--- src/rtl/mult_pkg.sv ---
// Shared definitions for the iterative multiplier.
// The default widths match the divider: the multiplicand is the
// quotient/dividend width and the multiplier is the divisor width.
package mult_pkg;

  localparam int A_W_DEF = 40;
  localparam int B_W_DEF = 32;

  typedef enum logic {
    IDLE = 1'b0,
    BUSY = 1'b1
  } state_t;

  // The step counter must reach B_W-1.
  function automatic int cnt_width(input int b_w);
    return (b_w > 1) ? $clog2(b_w) : 1;
  endfunction

endpackage

--- src/rtl/mul_operand_fifo.sv ---
// Synchronous operand FIFO for the multiplier.
// Ports:
//   clk, reset (async, active-low)
//   push / wr_data : write one entry; ignored while full
//   pop  / rd_data : rd_data is the head entry; pop is ignored while empty
//   full, empty    : decoded from the occupancy count
module mul_operand_fifo #(
  parameter int WIDTH = 72,
  parameter int DEPTH = 4
) (
  input  logic             clk,
  input  logic             reset,
  input  logic             push,
  input  logic             pop,
  input  logic [WIDTH-1:0] wr_data,
  output logic [WIDTH-1:0] rd_data,
  output logic             full,
  output logic             empty
);

  localparam int PTR_W = (DEPTH > 1) ? $clog2(DEPTH) : 1;
  localparam int CNT_W = $clog2(DEPTH + 1);

  logic [WIDTH-1:0] mem [DEPTH];
  logic [PTR_W-1:0] wr_ptr;
  logic [PTR_W-1:0] rd_ptr;
  logic [CNT_W-1:0] count;
  logic             do_push;
  logic             do_pop;

  assign full    = (count == CNT_W'(DEPTH));
  assign empty   = (count == '0);
  assign do_push = push && !full;
  assign do_pop  = pop && !empty;
  assign rd_data = mem[rd_ptr];

  // Storage carries no reset; only the pointers and count define validity.
  always_ff @(posedge clk) begin
    if (do_push) mem[wr_ptr] <= wr_data;
  end

  // DEPTH is a power of two, so pointers wrap by natural overflow.
  always_ff @(posedge clk or negedge reset) begin
    if (!reset) begin
      wr_ptr <= '0;
      rd_ptr <= '0;
      count  <= '0;
    end else begin
      if (do_push) wr_ptr <= wr_ptr + PTR_W'(1);
      if (do_pop)  rd_ptr <= rd_ptr + PTR_W'(1);
      case ({do_push, do_pop})
        2'b10:   count <= count + CNT_W'(1);
        2'b01:   count <= count - CNT_W'(1);
        default: count <= count;
      endcase
    end
  end

endmodule

--- src/rtl/multiplication.sv ---
// Iterative signed multiplier, the inverse datapath of the divider.
// Operand pairs are queued in a small FIFO; each pair is multiplied by
// B_W radix-2 shift-add steps on magnitudes, with the sign applied at the end.
// Ports:
//   clk, reset (async, active-low)
//   input_valid / input_ready        : operand handshake, ready = FIFO not full
//   multiplicand_data [A_W-1:0]      : signed operand A
//   multiplier_data   [B_W-1:0]      : signed operand B
//   prod_valid                       : one-cycle result pulse (no backpressure)
//   prod_data [A_W+B_W-1:0]          : signed A*B, held until the next result
module multiplication
  import mult_pkg::*;
#(
  parameter int A_W        = A_W_DEF,
  parameter int B_W        = B_W_DEF,
  parameter int FIFO_DEPTH = 4
) (
  input  logic               clk,
  input  logic               reset,
  input  logic               input_valid,
  output logic               input_ready,
  input  logic [A_W-1:0]     multiplicand_data,
  input  logic [B_W-1:0]     multiplier_data,
  output logic               prod_valid,
  output logic [A_W+B_W-1:0] prod_data
);

  localparam int P_W   = A_W + B_W;
  localparam int CNT_W = cnt_width(B_W);

  state_t           state;
  state_t           state_nx;
  logic             pop;
  logic             fifo_full;
  logic             fifo_empty;
  logic [P_W-1:0]   fifo_head;
  logic [A_W-1:0]   head_a;
  logic [B_W-1:0]   head_b;

  logic [A_W-1:0]   a_mag;
  logic [B_W-1:0]   b_shift;
  logic             neg;
  logic [CNT_W-1:0] cnt;
  logic [P_W-1:0]   acc;
  logic [P_W-1:0]   pp;
  logic [P_W-1:0]   acc_sum;
  logic             last_step;

  assign input_ready = !fifo_full;

  mul_operand_fifo #(
    .WIDTH (P_W),
    .DEPTH (FIFO_DEPTH)
  ) u_fifo (
    .clk     (clk),
    .reset   (reset),
    .push    (input_valid && input_ready),
    .pop     (pop),
    .wr_data ({multiplicand_data, multiplier_data}),
    .rd_data (fifo_head),
    .full    (fifo_full),
    .empty   (fifo_empty)
  );

  assign head_a = fifo_head[P_W-1:B_W];
  assign head_b = fifo_head[B_W-1:0];

  // Unary minus on the most-negative value yields 2^(W-1), which is the
  // exact magnitude when read as unsigned.
  assign last_step = (cnt == CNT_W'(B_W - 1));
  assign pp        = b_shift[0] ? (P_W'(a_mag) << cnt) : '0;
  assign acc_sum   = acc + pp;

  always_ff @(posedge clk or negedge reset) begin
    if (!reset) state <= IDLE;
    else        state <= state_nx;
  end

  always_comb begin
    state_nx = state;
    pop      = 1'b0;
    case (state)
      IDLE: begin
        if (!fifo_empty) begin
          pop      = 1'b1;
          state_nx = BUSY;
        end
      end
      BUSY: begin
        if (last_step) state_nx = IDLE;
      end
      default: state_nx = IDLE;
    endcase
  end

  always_ff @(posedge clk or negedge reset) begin
    if (!reset) begin
      a_mag      <= '0;
      b_shift    <= '0;
      neg        <= 1'b0;
      cnt        <= '0;
      acc        <= '0;
      prod_valid <= 1'b0;
      prod_data  <= '0;
    end else begin
      prod_valid <= 1'b0;
      if (pop) begin
        a_mag   <= head_a[A_W-1] ? -head_a : head_a;
        b_shift <= head_b[B_W-1] ? -head_b : head_b;
        neg     <= head_a[A_W-1] ^ head_b[B_W-1];
        cnt     <= '0;
        acc     <= '0;
      end else if (state == BUSY) begin
        acc     <= acc_sum;
        b_shift <= b_shift >> 1;
        cnt     <= cnt + CNT_W'(1);
        // The final partial product is folded in here rather than waiting
        // a cycle for acc, keeping latency at B_W+1 edges.
        if (last_step) begin
          prod_data  <= neg ? -acc_sum : acc_sum;
          prod_valid <= 1'b1;
        end
      end
    end
  end

endmodule

--- config.mk ---
export PLATFORM = sky130hd
export DESIGN_NAME = multiplication
export DESIGN_NICKNAME = d
export VERILOG_FILES = /design/src/rtl/mult_pkg.sv /design/src/rtl/mul_operand_fifo.sv /design/src/rtl/multiplication.sv
export SDC_FILE = /design/constraint.sdc
export NUM_CORES = 1
export LEC_CHECK = 0
export BUFFER_PORTS_ARGS = -buffer_cell sky130_fd_sc_hd__buf_2
export CAP_MARGIN = 20
export CORE_ASPECT_RATIO = 1.5
export CORE_MARGIN = 2
export CORE_UTILIZATION = 56
export DETAILED_ROUTE_END_ITERATION = 8
export GPL_TIMING_DRIVEN = 0
export PLACE_DENSITY = 0.76
export SYNTH_ARGS = -nofsm -noshare
export SYNTH_HDL_FRONTEND = slang
export SYNTH_HIERARCHICAL = 1
export SYNTH_SLANG_ARGS = --single-unit
--- constraint.sdc ---
create_clock -name clk -period 5.4 [get_ports clk]
set_input_delay 0.27 -clock clk [delete_from_list [all_inputs] [get_ports clk]]
set_output_delay 0.27 -clock clk [all_outputs]
set_load 0.05 [all_outputs]
Word-level counts from Yosys, hierarchy flattened
Memory sizes are Yosys's and may differ from the RTL's.
Cells that the tools add are included.

cells by class
  equality and inequality tests = 4
  add/sub/neg operators = 9
  reductions and logical operators = 9
  mux-type cells = 20
  bitwise gates (word level) = 3
  shift operators = 1

operator list
  cell                   count
  $mux W72               4
  $mux W32               3
  $add A72 B72 Y72       1
  $neg A72 Y72           1
  $shl A40 B5 Y72        1
  $mux W40               1
  $neg A40 Y40           1
  $neg A32 Y32           1
  $mux W5                2
  $mux W1                8
  $pmux W3 S2            1
  $add A5 B1 Y5 const B  1
  $eq A5 B5 Y1 const B   1
  $add A2 B1 Y2 const B  2
  $reduce_bool A2 Y1     2
  $add A3 B1 Y3 const B  1
  $eq A3 B3 Y1 const B   1
  $logic_and A1 B1 Y1    3
  $logic_not A3 Y1       1
  $reduce_and A3 Y1      1
  $sub A3 B1 Y3 const B  1
  $eq A2 B1 Y1 const B   1
  $eq A2 B2 Y1 const B   1
  $logic_not A1 Y1       2
  3 further kinds        4

storage, ports and cells
  logic and storage cells = 58
  output and inout bits = 74
  flip-flop bits (word level) = 231
  memory bits (writable) = 288
  input bits = 75
  memories kept = 1

memories
  memory      words  width  rd ports  clocked after Yosys merged registers in  write ports  RTL line                text
  u_fifo.mem  4      72     1         0                                        1            mul_operand_fifo.sv:24  logic [WIDTH-1:0] mem [DEPTH];

Depth between registers and ports, before layout
Gate-level depths: netlist of run 1.

  word-level depth = 6
  gate-level depth with buffers = 26

By module
Netlist of run 1, hierarchy kept.

by module, submodules not included
  module            area each (sq um)  seq. area each (sq um)  cells an instance  instances
  multiplication    19225.9            5605.4                  2421               1
  mul_operand_fifo  10817.9            8823.5                  413                1

Worst setup path before layout of run 1
Ideal clock, no wire load.

  path kind = reg-to-reg
  from = reg cnt[0]
  to = reg prod_data[69]
  period minus slack after synthesis = 5.845 ns
  data arrival time = 5.714 ns
  path slack = -0.445 ns
  cell stages (with the launch flop) = 22
  setup time = 0.131 ns
  buffers on the path = 3
  cell sequence = dfrtp_1 clkbuf_1 buf_1 mux4_2 mux2i_1 mux2_2 nor2_1 a31oi_1 nor2_1 ha_1 buf_2 and4_1 a21o_1 a2bb2oi_1 a221o_1 or3_1 a2111o_1 nor4b_4 nand4_2 o41ai_1 xor2_1 o21ai_1

on the way
  cells in the longest elaborated chain, start to end = 5
  elaborated cells on any way between the ends = 7
  classes of those cells = add/sub: 2; eq/ne: 1; shift: 1; mux: 2; reduce/logical: 1

ends and longest elaborated chain
  item                    RTL line               text
  start, declared         multiplication.sv:43   logic [CNT_W-1:0] cnt;
  start signal, assigned  multiplication.sv:116  cnt <= cnt + CNT_W'(1);
  $shl A40 B5 Y72         multiplication.sv:71   assign pp = b_shift[0] ? (P_W'(a_mag) << cnt) : '0;
  $mux W72                multiplication.sv:71
  $add A72 B72 Y72        multiplication.sv:72   assign acc_sum = acc + pp;
  $neg A72 Y72            multiplication.sv:120  prod_data <= neg ? -acc_sum : acc_sum;
  $mux W72                multiplication.sv:120
  end signal, assigned    multiplication.sv:120
  end, declared           multiplication.sv:25   output logic [A_W+B_W-1:0] prod_data

Parallel ways exist; a longest one is shown, timed or not.
A chain may end at the register's enable or synchronous reset.

Worst setup path after layout of run 1
  from = reg cnt[3]
  to = reg prod_data[71]

Same word-level chain as after synthesis.

==> flow_metrics.env, run 1 <==
export IMPL_status="finished, violations left"
export IMPL_violations="negative setup slack"
export IMPL_globalRoute_totalOverflow=0
export IMPL_crit_start="cnt[3]"
export IMPL_start_util_pct=56.3
export IMPL_reg2reg_slack_ns=-0.61
export IMPL_fin_crit_sh_pct=111
export IMPL_drive_above_1_share_pct=27.8
export IMPL_cts_buffer_depth=3
export IMPL_rows=104
export IMPL_end_kind="flop"
export IMPL_synth_top_area_share_pct=28.8
export IMPL_die_width_um=193
export IMPL_finalCriticalPeriod_ns=6.01
export IMPL_final_area_um2=37400
export IMPL_multiInputGateArea_um2=16900
export IMPL_drt_wl_total_um=103000
export IMPL_syn_avg_cell_area_um2=10.6
export IMPL_hp_class="input pin to asynchronous set/reset pin"
export IMPL_die_area_um2=55600
export IMPL_finalPower_mw=25.1
export IMPL_syn_inst=2834
export IMPL_port_buffers=148
export IMPL_routedWlPerCell_um=26.1
export IMPL_max_slew_worst_pin_slew_ns=1.21
export IMPL_cap_violations=0
export IMPL_power_leakage_nw=14.6
export IMPL_ir_worst_vdd_mv=0.412
export IMPL_antenna_found_initial=0
export IMPL_required_ns=5.90
export IMPL_skew_ns=0.0241
export IMPL_fillCellCount=3803
export IMPL_grt_use_total_pct=36.9
export IMPL_via_per_inst=6.48
export IMPL_yosys_most_used_dff="edfxtp_1"
export IMPL_synth_cell_types=92
export IMPL_place_inst=3679
export IMPL_cts_clk_slew_worst_paths_ns=0.07
export IMPL_cts_tree="built"
export IMPL_ioPinCount=149
export IMPL_placed_area_um2=31900
export IMPL_arrival_ns=6.52
export IMPL_rr_worst_depth=18
export IMPL_fin_setup_tns_ns=-11.98
export IMPL_ys_top_cells_by_area="edfxtp_1 29%, dfrtp_1 19%, mux4_2 7.3%"
export IMPL_yosys_warnings=6
export IMPL_path_class="flop to flop"
export IMPL_vias=25500
export IMPL_coreArea_um2=53400
export IMPL_n_antenna_cell=0
export IMPL_grt_setup_unrepaired="true"
export IMPL_synth_seq_cells=519
export IMPL_finalMaxSlewViolations=0
export IMPL_ys_seq_area_share_pct=48.0
export IMPL_p_per_area_nw_per_um2=671
export IMPL_clock_latency_ns=0.63
export IMPL_grt_pass1_vias=26000
export IMPL_setup_ws_ns=-0.615
export IMPL_fin_util_pct=70.1
export IMPL_grt_max_degree=118
export IMPL_dp_hpwl_um=72900
export IMPL_r2r_start="cnt[3]"
export IMPL_seq_area_um2=14400
export IMPL_synth_edf_count=288
export IMPL_fin_hold_ws_ns=0.0643
export IMPL_ant_nets=0
export IMPL_cts_sinks=519
export IMPL_cp_start_kind="flop"
export IMPL_yosysMostFrequentCell="nand2_1"
export IMPL_max_freq_mhz=166
export IMPL_die_h_um=288
export IMPL_r2r_end="prod_data[71]"
export IMPL_drt_iter0_markers=2127
export IMPL_synthTopCellsByCount="371 x nand2_1, 288 x edfxtp_1, 262 x o21ai_0"
export IMPL_setup_viol=40
export IMPL_num_nets_final=3363
export IMPL_relSlewSlack_pct=19.6
export IMPL_htreeDepth=2
export IMPL_drt_pass1_iterations=6
export IMPL_synth_area_leader_cell="edfxtp_1"
export IMPL_cts_root_buf="clkbuf_16"
export IMPL_numCtsBuffers=49
export IMPL_worstPathMaxFanout=10
export IMPL_hold_viol_final=0
export IMPL_grt_first_pass_wirelength_um=154000
export IMPL_fin_cells=3931
export IMPL_syn2layout_area_growth_pct=24.5
export IMPL_syn_cell_area_um2=30000
export IMPL_synth_async_sr_flop_share_pct=44.5
export IMPL_place_congestion=0.999
export IMPL_pre_cts_slack_ns=-2.26
export IMPL_syn_nets=2992
export IMPL_drc=0
-- metal layers --
layer	global-route usage, %	share of wire [%]	up-vias
li1	-	-	11400
met1	41.5	36	12600
met2	64.2	51	1069
met3	5.21	5.2	357
met4	25.7	8.1	0
met5	0	0	-
-- report_power, final --
part           total [mW]  leakage, nW  switching, mW  internal (mW)
sequential           6.23         5.57          0.782           5.45
combinational        15.3         8.28           9.50           5.85
clock                3.54        0.772           1.63           1.91
total                25.1         14.6           11.9           13.2
-- cell usage in the layout (no fill, tap or decap), types with 30 or more instances in the layout --
cell type,instances
buf_4,106
xor2_1,133
nand2_1,350
nand3_1,39
o21ai_0,203
o21ai_2,31
o21ai_1,55
a21o_1,31
a21oi_2,59
a21oi_1,90
nand4_1,51
edfxtp_1,288
dlygate4sd3_1,73
dfrtp_1,229
nor3_1,30
mux4_2,98
inv_1,37
o31ai_1,39
xnor2_1,39
buf_2,164
a22o_1,62
clkbuf_1,83
clkbuf_16,52
nor2_1,186
ha_1,52
-- worst max-delay path, cell delays in order (launching register included) --
cell and delay (ns):
dfrtp_1 0.47, clkbuf_2 0.38, clkbuf_1 0.53, o22ai_1 0.25
and2_4 0.22, ha_1 0.26, buf_2 0.19, a21oi_4 0.22
o21ai_4 0.11, a221o_1 0.45, o2111ai_4 0.34, and3_4 0.27
nor4_1 0.07, o221ai_2 0.28, or4bb_4 0.59, or3_4 0.37
o41ai_4 0.51, xor2_2 0.31, o21ai_1 0.09
-- cell type report --
type / count / area share (%)
well taps: 689 / 2.30
multi-input cells: 2107 / 45.3
inverters: 39 / 0.391
flip-flops and latches: 519 / 38.6
repair buffers: 344 / 7.01
plain buffers: 145 / 2.15
clock inverters: 34 / 0.930
clock buffers: 54 / 3.38
-- registers in the layout, indices dropped and copies added (netlist names) --
| name | count |
|---|---|
| u_fifo/mem | 288 |
| cnt | 5 |
| u_fifo/rd_ptr | 2 |
| state | 1 |
| u_fifo/wr_ptr | 2 |
| u_fifo/count | 3 |
| prod_valid | 1 |
| prod_data | 72 |
| b_shift | 32 |
| neg | 1 |
| a_mag | 40 |
| acc | 72 |
-- cell families (layout without fill, tap and decap cells) --
| family | count (synthesis) | in the layout | share of synthesized area (%) |
|---|---|---|---|
| multiplexers | 156 | 156 | 9.36 |
| XOR/XNOR | 183 | 183 | 5.33 |
| AND/OR/NAND/NOR | 904 | 904 | 14.2 |
| adder cells (fa/ha/maj) | 83 | 83 | 3.51 |
| flip-flops | 519 | 519 | 48.0 |
| buffers and inverters | 208 | 616 | 2.94 |
| AO/OA/AOI/OAI | 781 | 781 | 16.6 |
-- repair_timing --
| action | CTS | global route |
|---|---|---|
| pin swaps | 99 | 45 |
| hold buffers | 73 | 0 |
| gates cloned | 2 | 0 |
| resized for setup | 432 | 128 |
| endpoints found under the hold margin | 519 | 0 |
| setup endpoints to repair | 77 | 46 |
| buffers inserted | 77 | 34 |
-- worst max path at each step --
stage / endpoint / cells after the start
floorplan: prod_data[69] / 21
global route: prod_data[68] / 23
global placement: prod_data[71] / 22
CTS: prod_data[71] / 23
detailed placement: prod_data[71] / 22
finish: prod_data[71] / 18
(Power assumes the default switching activity.)
==> run 2: changes to the inputs <==
Settings changed: ABC_AREA set to 1, CORE_UTILIZATION 56 to 57, PLACE_DENSITY 0.76 to 0.77.
==> run 2 against run 1 <==
Net effect: the run now ends clean; synthesized area grew 13%; critical path depth grew 11; via count rose by 29%; clock-buffer cell count is 6 higher; non-clock buffer count down 79; hold slack worse by 0.053 ns; first-iteration DRC count is 30% higher; largest cell class unchanged.
==> flow_metrics.env, run 2 <==
export IMPL_worst_path_most_repeated_cell="nand2_1"
export IMPL_cts_tree="built"
export IMPL_htreeDepth=2
export IMPL_numCtsBuffers=48
export IMPL_syn_avg_cell_area_um2=7.47
export IMPL_synth_async_sr_flop_share_pct=44.5
export IMPL_drt_pass1_iterations=8
export IMPL_fin_cells=5679
export IMPL_rr_worst_depth=29
export IMPL_ioPinCount=149
export IMPL_grt_max_degree=116
export IMPL_vias=32900
export IMPL_cts_buffer_depth=3
export IMPL_yosysMostFrequentCell="nand2_1"
export IMPL_end_kind="flop"
export IMPL_synth_top_area_share_pct=25.5
export IMPL_yosys_most_used_dff="edfxtp_1"
export IMPL_max_freq_mhz=187
export IMPL_cts_root_buf="clkbuf_16"
export IMPL_required_ns=5.92
export IMPL_die_area_um2=61600
export IMPL_synth_seq_cells=519
export IMPL_fillCellCount=5091
export IMPL_slowest_delay_ns=0.46
export IMPL_drt_wl_total_um=136000
export IMPL_via_per_inst=5.80
export IMPL_setup_viol=0
export IMPL_finalMaxSlewViolations=0
export IMPL_antenna_found_initial=17
export IMPL_cpMaxStageDelayCell="dfrtp_1"
export IMPL_drc=0
export IMPL_syn_cell_area_um2=34000
export IMPL_port_buffers=148
export IMPL_grt_use_total_pct=45.2
export IMPL_rows=109
export IMPL_finalCriticalPeriod_ns=5.34
export IMPL_ys_top_cells_by_area="edfxtp_1 25%, nand2_1 17%, dfrtp_1 17%"
export IMPL_synth_edf_count=288
export IMPL_worstPathMaxFanout=10
export IMPL_cts_sinks=519
export IMPL_grt_setup_unrepaired="true"
export IMPL_cp_start_kind="flop"
export IMPL_dp_hpwl_um=100000
export IMPL_synth_area_leader_cell="edfxtp_1"
export IMPL_drt_iter0_markers=2773
export IMPL_path_class="flop to flop"
export IMPL_syn2layout_area_growth_pct=16.1
export IMPL_num_nets_final=5014
export IMPL_start_util_pct=57.7
export IMPL_final_cell_mix="1,523 x nand2_1, 657 x inv_1, 288 x edfxtp_1"
export IMPL_drive_above_1_share_pct=14.3
export IMPL_yosys_warnings=6
export IMPL_place_inst=5486
export IMPL_cap_violations=0
export IMPL_ys_seq_area_share_pct=42.5
export IMPL_die_h_um=303
export IMPL_regMostFlops="u_fifo/mem"
export IMPL_cts_clk_slew_worst_paths_ns=0.07
export IMPL_coreArea_um2=58900
export IMPL_max_slew_worst_pin_slew_ns=0.957
export IMPL_ant_nets=0
export IMPL_fin_crit_sh_pct=98.8
export IMPL_arrival_ns=5.86
export IMPL_skew_ns=0.0302
export IMPL_routedWlPerCell_um=24.0
export IMPL_globalRoute_totalOverflow=0
export IMPL_synth_cell_types=50
export IMPL_grt_pass1_vias=32600
export IMPL_final_common_cell="nand2_1"
export IMPL_syn_inst=4551
export IMPL_hp_class="input pin to asynchronous set/reset pin"
export IMPL_relSlewSlack_pct=36.2
export IMPL_place_congestion=1.05
export IMPL_largest_register_ffs=288
export IMPL_hold_viol_final=0
export IMPL_grt_first_pass_wirelength_um=202000
export IMPL_fin_util_pct=67.0
export IMPL_syn_nets=4709
export IMPL_largestRegisters="u_fifo/mem: 288 flops, acc: 72 flops, prod_data: 72 flops"
export IMPL_status="complete, no violations"
export IMPL_die_width_um=203
export IMPL_synthTopCellsByCount="1,571 x nand2_1, 661 x inv_1, 322 x o21ai_0"
export IMPL_clock_latency_ns=0.66
[run 2: cell types whose count changed after synthesis, moves of 60 or more]
cell,before,now
nor2_1,216,319
o21ai_0,262,322
a21oi_1,152,91
mux4_2,98,0
inv_1,37,661
nand2_1,371,1571
nand3_1,47,209
o211ai_2,1,99
xor2_1,138,70
a22o_1,63,1
[run 2: kinds of logic after synthesis]
kind of cell | Yosys count | share of synthesized area, %
DFF | 519 | 42.5
and+or+nand+nor | 2293 | 27.9
adders and majority gates | 83 | 3.10
AOI/OAI and AO/OA | 670 | 13.0
xor gates and xnor gates | 98 | 2.53
buffers and inverters | 840 | 9.63
muxes | 48 | 1.41
[run 2: through the flow]
| stage | setup slack (ns) | cell area [um2] | TNS (ns) | hold WS (ns) |
|---|---|---|---|---|
| after floorplan | 0.972 | 34000 | 0 | -0.0256 |
| after global placement | -1.40 | 35700 | -407.72 | 0.460 |
| after detailed placement | -0.849 | 35900 | -30.21 | 0.0916 |
| after CTS | 0.00743 | 38400 | 0 | 0.0321 |
| after global routing | -0.0464 | 39400 | -0.384 | 0.0255 |
| final | 0.0629 | 39500 | 0 | 0.0108 |
[run 2: area by class of cell]
class                      instances  area (um2)  area share (%)
inverter                         685        2580            6.54
timing repair buffer             256        1890            4.78
tap                              777         972            2.46
multi-input combinational       3192       17300            43.8
clock buffer                      60        1270            3.21
antenna                            7        17.5          0.0444
clock inverter                    29         298           0.755
buffer                           154         731            1.85
sequential                       519       14400            36.6
[run 2: what timing repair did]
action	CTS	global route
hold buffers	74	0
setup endpoints to repair	56	67
hold endpoints to repair	521	0
pin swaps	1	24
gates resized for setup	76	243
buffers inserted	1	23
[run 2: layer usage]
metal / routed length, um / track usage, %
met5: 216 / 0.543
met2: 66200 / 77.5
met3: 12000 / 15.5
met4: 16000 / 42.8
met1: 42000 / 41.7
[run 2: critical path, delay by kind of cell, from the launching register on]
kind                       cells  cell delay [ns]
and+or+nand+nor               17             2.07
AOI/OAI and AO/OA              4             1.08
buffers and inverters          5             0.80
muxes                          2             0.48
DFF                            1             0.46
adders and majority gates      1             0.32
[run 2: final timing paths]
kind                                        from                end  slack (ns)
max                                       cnt[0]      prod_data[61]        0.06
min                                        reset            acc[19]        0.01
max reg2reg                               cnt[0]      prod_data[61]        0.06
min reg2reg                        prod_data[67]      prod_data[67]        0.48
max in group asynchronous                  reset      prod_data[62]        4.48
min in group clk           multiplicand_data[13]  u_fifo/mem[1][45]        0.36
Power of run 2 is not shown: default switching activity piles up to over one toggle a cycle in this logic, so the estimate is an artifact.
